**config.mk**
```make
export PLATFORM = sky130hd
export DESIGN_NAME = io_periph_ctrl
export DESIGN_NICKNAME = d
export VERILOG_FILES = /design/src/rtl/io_periph_ctrl.sv
export SDC_FILE = /design/constraint.sdc
export NUM_CORES = 1
export LEC_CHECK = 0
export ABC_AREA = 1
export CORE_ASPECT_RATIO = 1.1
export CORE_UTILIZATION = 58
export CTS_CLUSTER_SIZE = 8
export DETAILED_ROUTE_END_ITERATION = 8
export GPL_TIMING_DRIVEN = 0
export PLACE_DENSITY = 0.84
export RECOVER_POWER = 25
export SETUP_SLACK_MARGIN = 0.5
export SLEW_MARGIN = 15
export SYNTH_ARGS = -nofsm -noshare
export SYNTH_HDL_FRONTEND = slang
export SYNTH_SLANG_ARGS = --single-unit
```
**constraint.sdc**
```tcl
create_clock -name clk -period 3.1 [get_ports clk]
set_input_delay 0.62 -clock clk [delete_from_list [all_inputs] [get_ports clk]]
set_output_delay 0.62 -clock clk [all_outputs]
set_load 0.005 [all_outputs]
```
**src/rtl/io_periph_ctrl.sv**
```systemverilog
// Peripheral block beside the RV32I core: masked edge/level interrupt inputs plus
// PWM-dimmed LED channels, all behind a small word-addressed register file.
`timescale 1ns/1ps
module io_periph_ctrl #(
    parameter int NUM_IRQ     = 2,
    parameter int NUM_LED     = 6,
    parameter int PWM_W       = 8,
    parameter int SYNC_STAGES = 2
) (
    input  logic               clk,
    input  logic               rst,
    input  logic [NUM_IRQ-1:0] irq_in,
    output logic               irq_out,
    input  logic               we,
    input  logic               re,
    input  logic [3:0]         adr,
    input  logic [31:0]        wdata,
    output logic [31:0]        rdata,
    output logic [NUM_LED-1:0] led_out
);

    logic [NUM_IRQ-1:0]   sync_q [SYNC_STAGES];
    logic [SYNC_STAGES:0] arm_q;
    logic [NUM_IRQ-1:0]   prev_q;
    logic [NUM_IRQ-1:0]   pend_q, pend_d;
    logic [NUM_IRQ-1:0]   en_q;
    logic [2*NUM_IRQ-1:0] mode_q;
    logic                 irq_q;
    logic [31:0]          rdata_q, rdata_d;

    logic [15:0]          prescale_q;
    logic [15:0]          prescCnt_q, prescCnt_d;
    logic [PWM_W-1:0]     pwmCnt_q;
    logic [PWM_W-1:0]     shadow_q [NUM_LED];
    logic [PWM_W-1:0]     activeDuty_q [NUM_LED];
    logic [NUM_LED-1:0]   led_q;

    logic [NUM_IRQ-1:0]   syncLevel, riseDet, fallDet, setMask;
    logic                 wrPend, wrEn, wrMode, wrPresc;
    logic                 tick, wrap;
    logic                 unusedWdata;

    assign wrPend  = we && (adr == 4'h0);
    assign wrEn    = we && (adr == 4'h1);
    assign wrMode  = we && (adr == 4'h2);
    assign wrPresc = we && (adr == 4'h4);

    assign unusedWdata = ^wdata;

    // arm_q fills with ones after reset so edges are only detected once both the
    // last sync stage and prev_q hold real pin samples (no false edge at release).
    always_ff @(posedge clk) begin
        if (rst) begin
            for (int s = 0; s < SYNC_STAGES; s++) sync_q[s] <= '0;
            arm_q  <= '0;
            prev_q <= '0;
        end else begin
            sync_q[0] <= irq_in;
            for (int s = 1; s < SYNC_STAGES; s++) sync_q[s] <= sync_q[s-1];
            arm_q  <= {arm_q[SYNC_STAGES-1:0], 1'b1};
            prev_q <= sync_q[SYNC_STAGES-1];
        end
    end

    assign syncLevel = sync_q[SYNC_STAGES-1];
    assign riseDet   = syncLevel & ~prev_q;
    assign fallDet   = ~syncLevel & prev_q;

    always_comb begin
        setMask = '0;
        for (int i = 0; i < NUM_IRQ; i++) begin
            case (mode_q[2*i +: 2])
                2'b00:   setMask[i] = riseDet[i];
                2'b01:   setMask[i] = fallDet[i];
                2'b10:   setMask[i] = riseDet[i] | fallDet[i];
                default: setMask[i] = syncLevel[i];
            endcase
        end
        setMask = setMask & {NUM_IRQ{arm_q[SYNC_STAGES]}};
        // a new event outranks a W1C to the same bit in the same cycle
        pend_d = (pend_q & ~(wrPend ? wdata[NUM_IRQ-1:0] : '0)) | setMask;
    end

    always_ff @(posedge clk) begin
        if (rst) begin
            pend_q     <= '0;
            en_q       <= '0;
            mode_q     <= '0;
            prescale_q <= '0;
            irq_q      <= 1'b0;
            rdata_q    <= '0;
        end else begin
            pend_q  <= pend_d;
            irq_q   <= |(pend_q & en_q);
            rdata_q <= rdata_d;
            if (wrEn)    en_q       <= wdata[NUM_IRQ-1:0];
            if (wrMode)  mode_q     <= wdata[2*NUM_IRQ-1:0];
            if (wrPresc) prescale_q <= wdata[15:0];
        end
    end

    // Reads see the pre-write register values when we and re coincide.
    always_comb begin
        rdata_d = rdata_q;
        if (re) begin
            rdata_d = '0;
            case (adr)
                4'h0:    rdata_d[NUM_IRQ-1:0]   = pend_q;
                4'h1:    rdata_d[NUM_IRQ-1:0]   = en_q;
                4'h2:    rdata_d[2*NUM_IRQ-1:0] = mode_q;
                4'h3:    rdata_d[NUM_IRQ-1:0]   = syncLevel;
                4'h4:    rdata_d[15:0]          = prescale_q;
                default: begin
                    for (int i = 0; i < NUM_LED; i++) begin
                        if (adr == 4'(8 + i)) rdata_d[PWM_W-1:0] = shadow_q[i];
                    end
                end
            endcase
        end
    end

    assign tick = (prescCnt_q == prescale_q);
    assign wrap = tick && (pwmCnt_q == '1);

    always_comb begin
        prescCnt_d = prescCnt_q + 16'd1;
        if (wrPresc || tick) prescCnt_d = '0;
    end

    // Shadow duties only become active at the period boundary, keeping each period clean.
    always_ff @(posedge clk) begin
        if (rst) begin
            prescCnt_q <= '0;
            pwmCnt_q   <= '0;
            led_q      <= '0;
            for (int i = 0; i < NUM_LED; i++) begin
                shadow_q[i]     <= '0;
                activeDuty_q[i] <= '0;
            end
        end else begin
            prescCnt_q <= prescCnt_d;
            if (tick) pwmCnt_q <= pwmCnt_q + PWM_W'(1);
            for (int i = 0; i < NUM_LED; i++) begin
                if (we && (adr == 4'(8 + i))) shadow_q[i] <= wdata[PWM_W-1:0];
                if (wrap) activeDuty_q[i] <= shadow_q[i];
                led_q[i] <= (pwmCnt_q < activeDuty_q[i]);
            end
        end
    end

    assign irq_out = irq_q;
    assign rdata   = rdata_q;
    assign led_out = led_q;

endmodule

```
* Yosys cells after proc, flatten, opt, wreduce, memory -nomap -nowiden
Memories as Yosys holds them, arrays and structs flattened. Cells that the tools add are included.
Operators by class: add/sub/neg operators 2, order comparisons 6, eq/ne operators 16, mux-type cells 52, bitwise logic cells 25, reduce and logical (&&, ||, !) cells 19
Operators with widths (count):
- 8-bit two-way mux | 19
- 8-bit less-than comparator | 6
- 1-bit two-way mux | 25
- 4-bit == test, second input constant | 6
- 16-bit by 1-bit adder with 16-bit output, second input constant | 1
- 16-bit == test | 1
- 1-bit OR | 16
- 1-bit logical AND | 11
- 2-bit AND | 5
- 2-bit case mux with 5 select lines | 1
- 8-bit by 1-bit adder with 8-bit output, second input constant | 1
- 4-bit by 2-bit == test with 1-bit output, second input constant | 2
- 8-bit == test, second input constant | 1
- 4-bit case mux with 2 select lines | 1
- 2-bit two-way mux | 3
- 2-bit inverter | 3
- 1-bit case mux with 3 select lines | 2
- 2-bit case mux with 3 select lines | 1
- 2-bit by 1-bit == test with 1-bit output, second input constant | 2
- 2-bit == test, second input constant | 2
- 4-bit by 1-bit == test with 1-bit output, second input constant | 1
- 4-bit by 3-bit == test with 1-bit output, second input constant | 1
- 2-bit zero test | 2
- 4-bit zero test | 1
- other kinds (5) | 6
Storage, ports and cells: register bits 76, bits in writable memories 100, output and inout bits 39, logic and storage cells 135, memories 3
Memory list:
- activeDuty_q | words 6, bits a word 8, rd ports 6, clocked after memory_dff 0, write ports 6, RTL line 35 | logic [PWM_W-1:0] activeDuty_q [NUM_LED];
- shadow_q | words 6, bits a word 8, rd ports 6, clocked after memory_dff 0, write ports 6, RTL line 34 | logic [PWM_W-1:0] shadow_q [NUM_LED];
- sync_q | words 2, bits a word 2, rd ports 2, clocked after memory_dff 0, write ports 2, RTL line 22 | logic [NUM_IRQ-1:0] sync_q [SYNC_STAGES];

* Depth between registers and ports, before layout
Gate-level depths: netlist (run 1).
depth after elaboration 8, mapped depth 11, depth with buffers taken out 9

* Worst setup path before layout (run 1)
OpenSTA, ideal clock, no wires.
path type input port to flip-flop, start input rst, end memory activeDuty_q[0][0], enable pin, data arrival time 2111 ps, path slack 406 ps, cell stages on the path 5, buffers on the path 3, cell sequence clkbuf_1 inv_1 buf_2 clkbuf_1 nand2_1
RTL lines:
- start: declaration | RTL line 11 | input logic rst,
- end: declaration | RTL line 35

* Worst setup path after layout (run 1)
start register prescCnt_q[12], end register prescCnt_q[5]
Between the ends: longest elaborated chain between the ends 3
Ends and longest elaborated chain:
- start: declaration | RTL line 32 | logic [15:0] prescCnt_q, prescCnt_d;
- start signal: assignment | RTL line 141 | prescCnt_q <= prescCnt_d;
- 16-bit == test | RTL line 122 | assign tick = (prescCnt_q == prescale_q);
- 1-bit logical OR | RTL line 127 | if (wrPresc || tick) prescCnt_d = '0;
- 2-bit OR reduction (no source line)
No other way between the ends. A chain may end at the register's enable or synchronous reset.

==> impl_metrics.ini, run 1 <==
[placement]
place_inst = 1295
dp_hpwl_um = 14900
port_buffers = 46
place_congestion = 0.985

[layout]
drive_gt1_share_pct = 5.55
final_nets = 1212
diodes = 0
stdcell_count = 1327
utilization_pct = 69.1
synthToLayoutAreaGrowth_pct = 15.3

[worst_setup_path]
crit_arrival_ns = 2.95
cp.required_ns = 3.43
worst_setup_path_start_kind = flop
crit_path_frequent_cell = nand2_1
critical_path_class = reg -> reg
critPathMaxFanout = 10
crit_path_max_incr_delay_ns = 0.43
crit_chain = inv_1 -> nand2_1 -> nand2_1 -> nor2_1 -> nand2_1 -> nor2_1 -> clkbuf_1 -> nand2_1 -> nand3_1 -> buf_6 -> nor2_1
cpMaxStageDelayCell = clkbuf_1
end_kind = flop
r2r_cells = 11

[yosys]
synth_common_cells = nor2_1 (195), inv_1 (178), nand2_1 (173)
synthDistinctLibCells = 29
synthFlopType = edfxtp_1
synth_top_area_share_pct = 33.2
synth.most_common_cell = nor2_1
syn_area_per_cell_um2 = 8.34
async_reset_ff_share_pct = 0
ys_ff_latch = 176
synth.largest_area_cell = edfxtp_1
synth_edf_count = 96
synth_area_leaders = edfxtp_1 (33%), dfxtp_1 (18%), nor2_1 (8.4%)
ys_seq_area_share_pct = 51.6
syn_area_um2 = 8690
syn_inst = 1042
ys_warn_count = 0

[pwr]
power.leakage_uw = 0.00445
pwr_density_cell_nw_per_um2 = 528
ir_drop_mv = 0.438

[grt]
grtUsageTotal_pct = 27.2
grt_pass1_vias = 6630
grt_overflow_total = 0
grt_max_degree = 49
grt_pass1_wl_um = 32100
antenna_found_initial = 0

[route]
avgRoutedWirePerCell_um = 15.3
drc = 0
drtPass1Iterations = 5
drt_iter0_drc = 773
num_vias = 7064
vias_per_cell = 5.32
final_antenna_net_count = 0
routed_wl_um = 20300

[timing]
min_period_over_period_pct = 84.7
relSlewSlack_pct = 47.0
tns_ns = 0
finClkSkew_ns = 0.00754
finalSetupViolCount = 0
period_minus_slack_ns = 2.63
fmax_ghz = 0.381
tightestPinTransition_ns = 0.789
rsz0062_at_grt = no
drv_slew = 0
hold_viol = 0

[die]
num_rows = 46
die_y_um = 130
ios = 81
coreArea_um2 = 14500
fp.dieW_um = 119
start_util_pct = 59.9
die-area_um2 = 15500

[clocking]
clock_path_buffers = 2
clkTransAtPathRegs_ns = 0.06
htreeDepth = 4
cts_tree = built
postCtsHoldBufs = 0
clk_latency_ns = 0.44
root_buffer = clkbuf_16
cts.sinks = 176
cts_buffers = 17

[status]
status = completed

[run]
max_cap_violations = 0

[hold_path]
whs_path_depth = 2
worstHoldPathType = reg -> reg
worst max-delay path, delay by kind of cell (launching register included):
kind                   cells  cell delay (ns)
buffers and inverters      3             0.73
AND/OR/NAND/NOR            8             1.40
flip-flops                 1             0.38
flip-flops by register name (all words and copies together), names as in the netlist:
| signal | cells |
|---|---|
| rdata | 16 |
| mode_q | 4 |
| activeDuty_q | 48 |
| prev_q | 2 |
| shadow_q | 48 |
| pwmCnt_q | 8 |
| prescCnt_q | 16 |
| arm_q | 3 |
| en_q | 2 |
| irq_out | 1 |
| pend_q | 2 |
| sync_q | 4 |
| led_out | 6 |
| prescale_q | 16 |
per-layer routing:
layer / vias to the layer above / wire [µm] / global-route usage [%]
li1: 3452 / - / -
met1: 3265 / 8240 / 31.6
met2: 282 / 10100 / 48.8
met3: 65 / 1170 / 4.95
met4: 0 / 757 / 13.7
met5: - / 0 / 0
cell usage in the layout, fill, tap and decap left out, types with 3 or more instances in the layout:
cell and n:
xnor2_1 4, clkinv_2 3, nor3_1 7, buf_4 17
nand2_1 173, clkdlybuf4s50_1 21, dlygate4sd3_1 25, a211oi_1 5
clkbuf_16 20, clkbuf_1 21, nand4_1 21, buf_2 4
o21ai_0 52, conb_1 16, nor2_2 5, nand3_1 44
nor2_1 195, dfxtp_1 80, xor2_1 16, ha_1 48
buf_6 3, edfxtp_1 96, inv_1 179, a21oi_1 63
final timing paths:
check                                     from       endpoint  slack [ns]
worst max-delay path            prescCnt_q[12]  prescCnt_q[5]        0.47
worst min-delay path              sync_q[0][1]   sync_q[0][3]        0.41
worst max register to register  prescCnt_q[12]  prescCnt_q[5]        0.47
worst min register to register    sync_q[0][1]   sync_q[0][3]        0.41
timing repair:
action | CTS | global route
setup buffers | 0 | 0
endpoints found under the setup margin | 16 | 48
gates resized for setup | 2 | 1
stage by stage:
| stage | setup WS (ns) | power [µW] | hold slack, ns | cell area [µm²] |
|---|---|---|---|---|
| 2_1_floorplan | 0.872 | 2980 | 0.388 | 8750 |
| 3_3_place_gp | -0.0285 | 3180 | 0.389 | 9450 |
| 3_5_place_dp | -0.117 | 3200 | 0.397 | 9450 |
| 4_1_cts | 0.538 | 5300 | 0.406 | 10000 |
| 5_1_grt | 0.328 | 5450 | 0.436 | 10000 |
| 6_report | 0.474 | 5290 | 0.407 | 10000 |
cells by family after synthesis:
family	Yosys count	synth area share (%)
simple gates	449	21.3
buf+inv	224	10.8
flops	176	51.6
compound gates	124	7.34
fa+ha+maj	48	6.91
xor+xnor	20	2.01
other cells	1	0.0431
area by class of cell:
class,instances,area [µm²]
flip-flops and latches,176,4480
repair buffers,46,460
clock buffers,24,526
plain buffers,43,254
well taps,192,240
inverters,181,679
fillers,1076,4480
clock inverters,8,71.3
multi-input cells,657,3310
power breakdown:
| group | internal [µW] | total, µW | switching [µW] |
|---|---|---|---|
| logic | 184 | 517 | 333 |
| clock network | 1270 | 2150 | 880 |
| registers | 2560 | 2630 | 71.3 |
No activity file was read; power rests on OpenSTA's default activity.
==> inputs of run 2 (changes only) <==
- CORE_UTILIZATION: 58 -> 52
- PLACE_DENSITY: 0.84 -> 0.8
- clock period: 3.1 -> 2.4 ns (I/O delays scaled with it)
==> run 2 against run 1 <==
Against the previous run: final cell count is 2.0% higher; worst hold slack lost 0.0072 ns; non-clock buffer count is 11 higher; worst setup slack got worse by 0.18 ns; flip-flop and latch count unchanged; highest routed layer unchanged.
==> impl_metrics.ini, run 2 (synthesis results as in run 1) <==
[layout]
diodes = 0
final_cell_mix = nor2_1 (194), inv_1 (177), nand2_1 (170), edfxtp_1 (96), dfxtp_1 (69)
fillers = 1333
synthToLayoutAreaGrowth_pct = 18.6
layout_commonest_cell = nor2_1
final_nets = 1227
drive_gt1_share_pct = 8.96
top_regs = activeDuty_q: 48 flops, shadow_q: 48 flops
design_area_um2 = 10300

[pwr]
power.leakage_uw = 0.00450
ir_drop_mv = 0.534
pwr_density_cell_nw_per_um2 = 652

[timing]
tns_ns = 0
holdWs_ns = 0.399
period_minus_slack_ns = 2.11
tightestPinTransition_ns = 0.803
hold_viol = 0
finalSetupViolCount = 0
rsz0062_at_grt = yes
fmax_ghz = 0.474
finClkSkew_ns = 0.0102
min_period_over_period_pct = 87.8
relSlewSlack_pct = 46.5
drv_slew = 0

[route]
num_vias = 7030
final_antenna_net_count = 0
drtPass1Iterations = 7
drc = 0
drt_iter0_drc = 475
avgRoutedWirePerCell_um = 15.4
vias_per_cell = 5.19
routed_wl_um = 20900

[grt]
grt_overflow_total = 0
antenna_found_initial = 0
grt_pass1_vias = 7008
grt_pass1_wl_um = 33600
grtUsageTotal_pct = 25.7
grt_max_degree = 17

[clocking]
clkTransAtPathRegs_ns = 0.06
cts.sinks = 176
cts_tree = built
clk_latency_ns = 0.44
htreeDepth = 4
postCtsHoldBufs = 0
root_buffer = clkbuf_16
clock_path_buffers = 2
cts_buffers = 17

[worst_setup_path]
crit_buf_inv = 2
critPathMaxFanout = 10
cp.required_ns = 2.51
end_kind = flop
crit_arrival_ns = 2.22
cpMaxStageDelayCell = clkdlybuf4s50_1
crit_chain = clkdlybuf4s50_1 -> nor2_1 -> inv_1 -> nor2_4 -> nand2_1 -> nand2_2
worst_setup_path_start_kind = input port
cpLargestDelayFamily = simple AND/OR/NAND/NOR gates
critical_path_class = in -> reg
crit_path_max_incr_delay_ns = 0.46

[die]
die-area_um2 = 17200
start_util_pct = 53.1
num_rows = 49
coreArea_um2 = 16400
die_y_um = 138
fp.dieW_um = 125
ios = 81

[status]
status = completed

[placement]
port_buffers = 46
dpl_cell_area_um2 = 9470
dp_hpwl_um = 14700
place_congestion = 0.889

[run]
max_cap_violations = 0

[hold_path]
worstHoldPathType = reg -> reg
-- run 2: cell types whose count changed in the layout (fill, tap and decap cells not counted), sizes merged --
cell           delta
clkinv            +1
clkinvlp          +3
nand2             +4
buf              +12
dlymetal6s2s      +1
dlygate4sd3      -16
inv               -1
clkbuf            -4
clkdlybuf4s50    +15
-- run 2: tightest hold or removal path: stages, from the launching register on --
cell and delay, ns:
dfxtp_1 0.30, inv_1 0.04, nor2_1 0.03
-- run 2: final cells by class --
type | instances | area (µm²) | area share [%]
Sequential cell | 176 | 4500 | 43.7
Timing Repair Buffer | 57 | 558 | 5.41
Inverter | 181 | 682 | 6.62
Buffer | 43 | 279 | 2.71
Tap cell | 204 | 255 | 2.48
Clock inverter | 11 | 91.3 | 0.886
Multi-Input combinational cell | 661 | 3490 | 33.9
Clock buffer | 21 | 450 | 4.37
-- run 2: per-layer routing --
metal | vias to the layer above | track usage, % | part of all wire [%]
li1 | 3491 | - | -
met1 | 3253 | 26.9 | 39
met2 | 229 | 47.5 | 52
met3 | 57 | 6.06 | 5.7
met4 | 0 | 14.8 | 4.1
met5 | - | 0 | 0
-- run 2: where the power goes --
part	internal, µW	switching, µW
registers	3310	86.2
clock network	1440	1150
logic	278	455
-- run 2: timing repair --
action	in CTS	in global routing
pin swaps	5	11
cloned	3	1
resized for setup	31	33
buffers inserted	0	11
endpoints found under the setup margin	194	205
-- run 2: path summary, 6_finish.rpt --
check	startpoint	endpoint	slack (ns)	cells after the start
setup / recovery	adr[1]	shadow_q[4][5]	0.29	6
setup reg to reg	pwmCnt_q[3]	activeDuty_q[5][3]	0.43	6
hold / removal	arm_q[1]	arm_q[2]	0.40	2
hold reg to reg	arm_q[1]	arm_q[2]	0.40	2
-- run 2: metrics by stage --
stage	setup slack, ns	total power, µW	cells	utilization [%]
6_report	0.292	6720	1354	63.0
4_1_cts	0.433	6690	1342	62.2
3_3_place_gp	-0.534	4100	1307	57.9
3_5_place_dp	-0.592	4130	1307	57.9
5_1_grt	0.257	6960	1354	63.0
2_1_floorplan	0.312	3850	1057	-
